### src/rtl/qed_misr_pkg.sv
// Shared types and default constants for the MCU boundary MISR compactors.
package qed_misr_pkg;

    typedef enum logic [1:0] {
        IDLE,
        RUN,
        DONE
    } misr_state_t;

    // Defaults for the MCU input-side (101-bit) and output-side (93-bit) instances.
    localparam logic [100:0] POLY_W101 = 101'h5;
    localparam logic [100:0] SEED_W101 = '0;
    localparam logic [92:0]  POLY_W93  = 93'h5;
    localparam logic [92:0]  SEED_W93  = '0;

endpackage

### src/rtl/misr_lane.sv
// One MISR lane: shift-left with polynomial feedback on MSB, XOR-folding the lane data.
module misr_lane #(
    parameter int unsigned      SIG_W = 101,
    parameter logic [SIG_W-1:0] POLY  = SIG_W'(5),
    parameter logic [SIG_W-1:0] SEED  = '0
) (
    input  logic             clk,
    input  logic             rst,
    input  logic             load_seed,
    input  logic             upd,
    input  logic [SIG_W-1:0] data,
    output logic [SIG_W-1:0] sig
);

    logic [SIG_W-1:0] sig_d;

    always_comb begin
        sig_d = sig;
        if (load_seed) begin
            sig_d = SEED;
        end else if (upd) begin
            sig_d = {sig[SIG_W-2:0], 1'b0} ^ (sig[SIG_W-1] ? POLY : '0) ^ data;
        end
    end

    always_ff @(posedge clk or negedge rst) begin
        if (!rst) begin
            sig <= SEED;
        end else begin
            sig <= sig_d;
        end
    end

endmodule

### src/rtl/mcu_misr_compactor.sv
// Multi-lane MISR compactor: window FSM and cycle counter driving NUM_CH misr_lane instances.
module mcu_misr_compactor
    import qed_misr_pkg::*;
#(
    parameter int unsigned      NUM_CH = 8,
    parameter int unsigned      SIG_W  = 101,
    parameter logic [SIG_W-1:0] POLY   = SIG_W'(POLY_W101),
    parameter logic [SIG_W-1:0] SEED   = SIG_W'(SEED_W101),
    parameter int unsigned      WINDOW = 124
) (
    input  logic                            clk,
    input  logic                            rst,
    input  logic                            misr_reset,
    input  logic [NUM_CH-1:0]               ch_en,
    input  logic                            data_vld,
    input  logic [NUM_CH*SIG_W-1:0]         data_in,
    output logic [NUM_CH*SIG_W-1:0]         sig_out,
    output logic                            sig_done,
    output logic                            busy,
    output logic [$clog2(WINDOW+1)-1:0]     cycle_cnt
);

    localparam int unsigned CNT_W = $clog2(WINDOW + 1);

    misr_state_t      state_q, state_d;
    logic [CNT_W-1:0] cnt_q, cnt_d;
    logic             load_seed;
    logic             upd_run;

    always_comb begin
        state_d   = state_q;
        cnt_d     = cnt_q;
        load_seed = 1'b0;
        upd_run   = 1'b0;
        if (misr_reset) begin
            // Restart beats everything, including the last RUN cycle.
            state_d   = RUN;
            cnt_d     = '0;
            load_seed = 1'b1;
        end else begin
            case (state_q)
                IDLE: ;
                RUN: begin
                    upd_run = data_vld;
                    if (cnt_q == CNT_W'(WINDOW - 1)) begin
                        state_d = DONE;
                        cnt_d   = CNT_W'(WINDOW);
                    end else begin
                        cnt_d = cnt_q + 1'b1;
                    end
                end
                DONE: ;
                default: state_d = IDLE;
            endcase
        end
    end

    always_ff @(posedge clk or negedge rst) begin
        if (!rst) begin
            state_q <= IDLE;
            cnt_q   <= '0;
        end else begin
            state_q <= state_d;
            cnt_q   <= cnt_d;
        end
    end

    assign sig_done  = (state_q == DONE);
    assign busy      = (state_q == RUN);
    assign cycle_cnt = cnt_q;

    for (genvar i = 0; i < NUM_CH; i++) begin : g_lane
        misr_lane #(
            .SIG_W (SIG_W),
            .POLY  (POLY),
            .SEED  (SEED)
        ) u_lane (
            .clk       (clk),
            .rst       (rst),
            .load_seed (load_seed),
            .upd       (upd_run & ch_en[i]),
            .data      (data_in[i*SIG_W +: SIG_W]),
            .sig       (sig_out[i*SIG_W +: SIG_W])
        );
    end

endmodule

### config.mk
export PLATFORM = sky130hd
export DESIGN_NAME = mcu_misr_compactor
export DESIGN_NICKNAME = d
export VERILOG_FILES = /design/src/rtl/qed_misr_pkg.sv /design/src/rtl/misr_lane.sv /design/src/rtl/mcu_misr_compactor.sv
export SDC_FILE = /design/constraint.sdc
export NUM_CORES = 2
export LEC_CHECK = 0
export ABC_AREA = 1
export CORE_AREA = 2 2 629 631
export CTS_BUF_LIST = sky130_fd_sc_hd__clkbuf_8
export CTS_CLUSTER_SIZE = 30
export DETAILED_ROUTE_END_ITERATION = 8
export DIE_AREA = 0 0 631 633
export PLACE_DENSITY_LB_ADDON = 0.15
export SLEW_MARGIN = 5
export SYNTH_ARGS = -nofsm -noshare
export SYNTH_HDL_FRONTEND = slang
export SYNTH_HIERARCHICAL = 1
export SYNTH_SLANG_ARGS = --single-unit
### constraint.sdc
create_clock -name clk -period 1.8 [get_ports clk]
set_clock_uncertainty 0.05 [all_clocks]
set_input_delay 0.36 -clock clk [delete_from_list [all_inputs] [get_ports clk]]
set_output_delay 0.36 -clock clk [all_outputs]
set_load 0.02 [all_outputs]
== Yosys cells after proc, flatten, opt, wreduce, memory -nomap -nowiden ==
Cells that the tools add are included.

* Register bits: 817
* Bits in latches: 0
* Memory bits (writable): 0
* Bits in read-only memories: 0
* Bits of input ports: 820
* Word-level logic and storage cells: 85
* Memories: 0

* Add/subtract/negate cells: 1
* Multiply operators: 0
* Div/mod/pow operators: 0
* Order comparisons: 0
* Equality and inequality tests: 5
* Shift-type cells: 0
* Muxes and demuxes: 33
* Bitwise operators: 24
* Reductions and logical operators: 12

{| class="wikitable"
|+ Operators by type and width
! kind !! number
|-
| $mux W101 || 16
|-
| $xor A101 B101 Y101 || 16
|-
| $mux W3 || 8
|-
| $mux W7 || 3
|-
| $reduce_bool A2 Y1 || 9
|-
| $and A1 B1 Y1 || 8
|-
| $add A7 B1 Y7 const B || 1
|-
| $eq A7 B7 Y1 const B || 1
|-
| $mux W2 || 2
|-
| $pmux W2 S2 || 1
|-
| $mux W1 || 3
|-
| $ne A3 B2 Y1 const B || 1
|-
| $eq A2 B1 Y1 const B || 1
|-
| $eq A2 B2 Y1 const B || 1
|-
| $logic_not A2 Y1 || 1
|-
| $ne A2 B1 Y1 const B || 1
|-
| $reduce_and A2 Y1 || 1
|-
| $reduce_or A2 Y1 || 1
|}

== Logic depth before layout (Yosys ltp) ==
* Word-level depth: 6
* Mapped depth: 10

== Modules after synthesis ==
Netlist, hierarchy kept.

{| class="wikitable"
|+ Modules (own cells, without submodules)
! module !! times used !! cells an instance !! area an instance (um2) !! sequential area each (um2)
|-
| misr_lane || 8 || 435 || 4449.3 || 2527.4
|-
| mcu_misr_compactor || 1 || 78 || 571.8 || 225.2
|}

== Least setup slack after synthesis ==
OpenSTA, ideal clock, no wires.

* Path type: reg2reg
* Start: register state_q[1]
* End: register g_lane[0].u_lane.sig[10]
* Library setup time: 83 ps
* Arrival: 1500 ps
* Slack: 168 ps
* Stages on the path, launching flop included: 11
* Cell sequence: dfrtp_1 inv_1 nand2_4 nor2_8 nand2_2 nor2_1 inv_1 nor2_2 inv_2 clkbuf_2 o21ai_0

* Longest elaborated chain between the ends: 5

{| class="wikitable"
|+ Ends and longest elaborated chain
! item !! RTL line !! RTL
|-
| start, declared || mcu_misr_compactor.sv:25 || <nowiki>misr_state_t state_q, state_d;</nowiki>
|-
| start signal, assigned || mcu_misr_compactor.sv:63 || <nowiki>state_q <= state_d;</nowiki>
|-
| $eq A2 B1 Y1 || mcu_misr_compactor.sv:41 || <nowiki>case (state_q)</nowiki>
|-
| $mux W1 || mcu_misr_compactor.sv:41 ||
|-
| $mux W1 || mcu_misr_compactor.sv:35 || <nowiki>if (misr_reset) begin</nowiki>
|-
| $and A1 B1 Y1 || mcu_misr_compactor.sv:81 || <nowiki>.upd (upd_run & ch_en[i]),</nowiki>
|-
| $reduce_bool A2 Y1 (no source line) || n/a ||
|-
| end signal, assigned || misr_lane.sv:30 || <nowiki>sig <= sig_d;</nowiki>
|-
| end, declared || misr_lane.sv:12 || <nowiki>output logic [SIG_W-1:0] sig</nowiki>
|}

No other way between the ends.
A chain may end at the register's enable or synchronous reset.

== Worst setup path in the final report ==
* Start: register state_q[1]
* End: output sig_done

* Longest elaborated chain between the ends: 1

{| class="wikitable"
|+ Ends and longest elaborated chain
! item !! RTL line !! RTL
|-
| $eq A2 B2 Y1 || mcu_misr_compactor.sv:68 || <nowiki>assign sig_done = (state_q == DONE);</nowiki>
|-
| end, declared || mcu_misr_compactor.sv:18 || <nowiki>output logic sig_done,</nowiki>
|}

No other way between the ends.

==> flow_metrics.tcl <==
set metrics [dict create \
    run_status "finished with violations" \
    violated_checks "setup timing" \
    arrival_worst_endpoint_ns 1.73 \
    period_needed_ns 2.14 \
    peakVddDrop_mv 0.433 \
    die_x_um 631 \
    post_drt_wl_per_cell_um 25.1 \
    avgSynthCellArea_um2 10.2 \
    nets 7584 \
    cts_inserted_buffers 187 \
    cts.sinks 817 \
    syn_nets 4379 \
    antenna_found_initial 124 \
    layout_worst_path_cycle_share_pct 119 \
    grt_usage_pct 14.2 \
    chipHeight_um 633 \
    vias_per_cell 3.27 \
    top_level_ports 1637 \
    synthesis.area_um2 36200 \
    cellPowerDensity_nw_per_um2 676 \
    grt_pass1_vias 41700 \
    hp-class "input pin to register" \
    areaGrowthSynthToFinish_pct 125 \
    port-buffer-count 1636 \
    final_max_slew_viol_count 0 \
    grt_start_max_net_pins 75 \
    insertion_delay_ns 0.97 \
    crit_type "register to output port" \
    finalSetupViolations 1622 \
    post_layout_nonfiller_instances 12100 \
    startpoint_type "register" \
    row_count 230 \
    clock.fmax_ghz 0.467 \
    worst-slew-pin-transition_ns 0.594 \
    critPathRequiredTime_ns 1.39 \
    relSlewSlack_pct 60.4 \
    final-hold-violation-count 0 \
    die_area_um2 399000 \
    switchingPower_w 0.0170 \
    detailedRoute.firstIterationViolations 1731 \
    clock_tree.buffer_depth 4 \
    clockPowerShare_pct 41.4 \
    clkSlewWorstSetupHoldPaths_ns 0.06 \
    final_critical_path_setup_slack_ns -0.340 \
    totalWireLength_mm 304 \
    timing.hold.worst.start "data_in[667]" \
    num_vias 39700 \
    dp.final_hpwl_mm 239 \
    synthDistinctLibCells 26 \
    yosys_warnings 6 \
    cp-startpoint "state_q[1]" \
    r2r-start "state_q[1]" \
    combinational_share_of_power_pct 22.5 \
    max_cap_violations 0 \
    internal-power_w 0.0381 \
    crit_fanout 2 \
    initial_utilization_pct 9.23 \
    worstSetupEndpointType "output port" \
    floorplan_core_area_um2 392000 \
    final_layout_size_suffix_gt1_share_pct 33.3 \
    tritoncts_clock_tree "yes" \
    clock-root-buffer "sky130_fd_sc_hd__clkbuf_8" \
    drc 0 \
    filler_cell_count 43300 \
    power.switching_fraction_pct 30.8 \
    detailed_place.area_um2 62100 \
    grt_first_pass_wirelength_mm 387 \
    yosys_register_bits 817 \
    seqPwrFrac_pct 36.2 \
    syn_inst 3558 \
    gpl.final_weighted_congestion 0.862 \
    unrepaired_setup_endpoints_after_global_routing "yes" \
    clock_tree.htree_level_count 4 \
    totalNegativeSetupSlack_ns -268.05 \
    power_leakage_nw 34.0 \
    ys_seq_area_share_pct 56.5 \
    final_area_um2 81500 \
    final_common_cell "sky130_fd_sc_hd__clkdlybuf4s50_1" \
    most-common-layout-cells "817 x sky130_fd_sc_hd__clkdlybuf4s50_1, 801 x sky130_fd_sc_hd__xnor2_1, 797 x sky130_fd_sc_hd__nand2_1, 752 x sky130_fd_sc_hd__dlygate4sd3_1, 683 x sky130_fd_sc_hd__dfrtp_1" \
    detailedRoute.firstPassIterationCount 6 \
    placed_cells_incl_taps 10400 \
    grt-ovfl-total 0 \
    ant_nets 0 \
]
## repair_timing
action / CTS / global route
endpoints found under the setup margin: 1568 / 1625
buffers inserted: 536 / 12
pin swaps: 28 / 106
hold buffers: 752 / 0
hold endpoints to repair: 1571 / 0
gates resized for setup: 4144 / 563
gates cloned: 8 / 63
## metal layers
layer | global-route usage [%] | wire length (µm) | vias to the layer above
met5 | 0 | 306 | -
met4 | 3.61 | 8780 | 48
met3 | 5.38 | 25500 | 487
met2 | 24.8 | 151000 | 1361
met1 | 16.2 | 119000 | 19700
li1 | - | - | 18100
## kinds of logic after synthesis
logic type | share of synthesized area (%)
xor gates and xnor gates | 19.4
buffers and inverters | 2.76
adders and majority gates | 0.0346
DFF | 56.5
and+or+nand+nor | 10.1
AOI/OAI and AO/OA | 11.2
## metrics by stage
step                utilization, %  hold WS [ns]  total power [W]  setup slack (ns)
floorplan                        -        0.0144           0.0229             0.168
global placement              15.8         0.304           0.0295            -0.641
detailed placement            15.8         0.319           0.0295            -0.709
CTS                           20.1       0.00463           0.0561            -0.591
global route                  20.8        0.0778           0.0578            -0.513
finish                        20.8         0.148           0.0551            -0.340
## area by class of cell
type	count	area [µm²]	area share [%]
well taps	5220	6530	8.01
repair inverters	3	51.3	0.0629
repair buffers	3173	34300	42.1
multi-input cells	2526	15800	19.4
clock inverters	89	528	0.648
diodes	28	70.1	0.0860
flip-flops and latches	817	20600	25.3
clock buffers	237	3260	4.00
inverters	55	268	0.329
## synth_stat cells
master | n | share of area [%]
sky130_fd_sc_hd__nor2_2 | 8 | 0.14
sky130_fd_sc_hd__a21oi_1 | 3 | 0.042
sky130_fd_sc_hd__buf_6 | 8 | 0.25
sky130_fd_sc_hd__inv_2 | 9 | 0.093
sky130_fd_sc_hd__buf_2 | 8 | 0.11
sky130_fd_sc_hd__nand3b_1 | 8 | 0.17
sky130_fd_sc_hd__nor2_8 | 1 | 0.055
sky130_fd_sc_hd__nor2_4 | 10 | 0.31
sky130_fd_sc_hd__inv_1 | 46 | 0.48
sky130_fd_sc_hd__nand2b_1 | 1 | 0.017
sky130_fd_sc_hd__buf_4 | 8 | 0.17
sky130_fd_sc_hd__ha_1 | 1 | 0.035
sky130_fd_sc_hd__clkbuf_1 | 64 | 0.66
sky130_fd_sc_hd__clkbuf_2 | 72 | 1.0
sky130_fd_sc_hd__nand3_2 | 1 | 0.028
sky130_fd_sc_hd__o21ai_0 | 706 | 9.8
sky130_fd_sc_hd__nand2_1 | 851 | 8.8
sky130_fd_sc_hd__o21ai_1 | 81 | 1.1
sky130_fd_sc_hd__nor2_1 | 12 | 0.12
sky130_fd_sc_hd__xnor2_1 | 801 | 19
sky130_fd_sc_hd__o22ai_1 | 16 | 0.28
sky130_fd_sc_hd__dfrtp_1 | 817 | 57
sky130_fd_sc_hd__nand2_4 | 1 | 0.031
sky130_fd_sc_hd__nand2_2 | 2 | 0.035
sky130_fd_sc_hd__nor3_2 | 1 | 0.028
sky130_fd_sc_hd__nand3_1 | 22 | 0.30
## path summary, 6_finish.rpt
check,endpoint,slack [ns],depth (start not counted)
worst min-delay path,g_lane[6].u_lane/sig[61],0.15,3
worst max-delay path,sig_done,-0.34,4
max in group asynchronous,g_lane[2].u_lane/sig[64],0.52,3
worst max register to register,g_lane[0].u_lane/sig[46],-0.32,14
worst min register to register,g_lane[0].u_lane/sig[90],0.50,2
min in group asynchronous,g_lane[3].u_lane/sig[53],0.24,3
## state kept, by name (all words and copies together), names as in the netlist
name / cells
g_lane.u_lane/sig: 808
cycle_cnt: 7
state_q: 2
## power groups by stage
stage / clock network, W / logic, W / registers, W
floorplan: 0 / 0.00210 / 0.0208
global placement: 0 / 0.00916 / 0.0203
detailed placement: 0 / 0.00916 / 0.0203
CTS: 0.0241 / 0.0120 / 0.0199
global route: 0.0247 / 0.0131 / 0.0200
finish: 0.0228 / 0.0124 / 0.0199
## critical path: stages (launching register included)
cell and delay [ns]:
sky130_fd_sc_hd__dfrtp_1 0.34, sky130_fd_sc_hd__inv_2 0.05, sky130_fd_sc_hd__buf_4 0.13, sky130_fd_sc_hd__nor2_4 0.12, sky130_fd_sc_hd__buf_12 0.14
(Power assumes the default switching activity.)
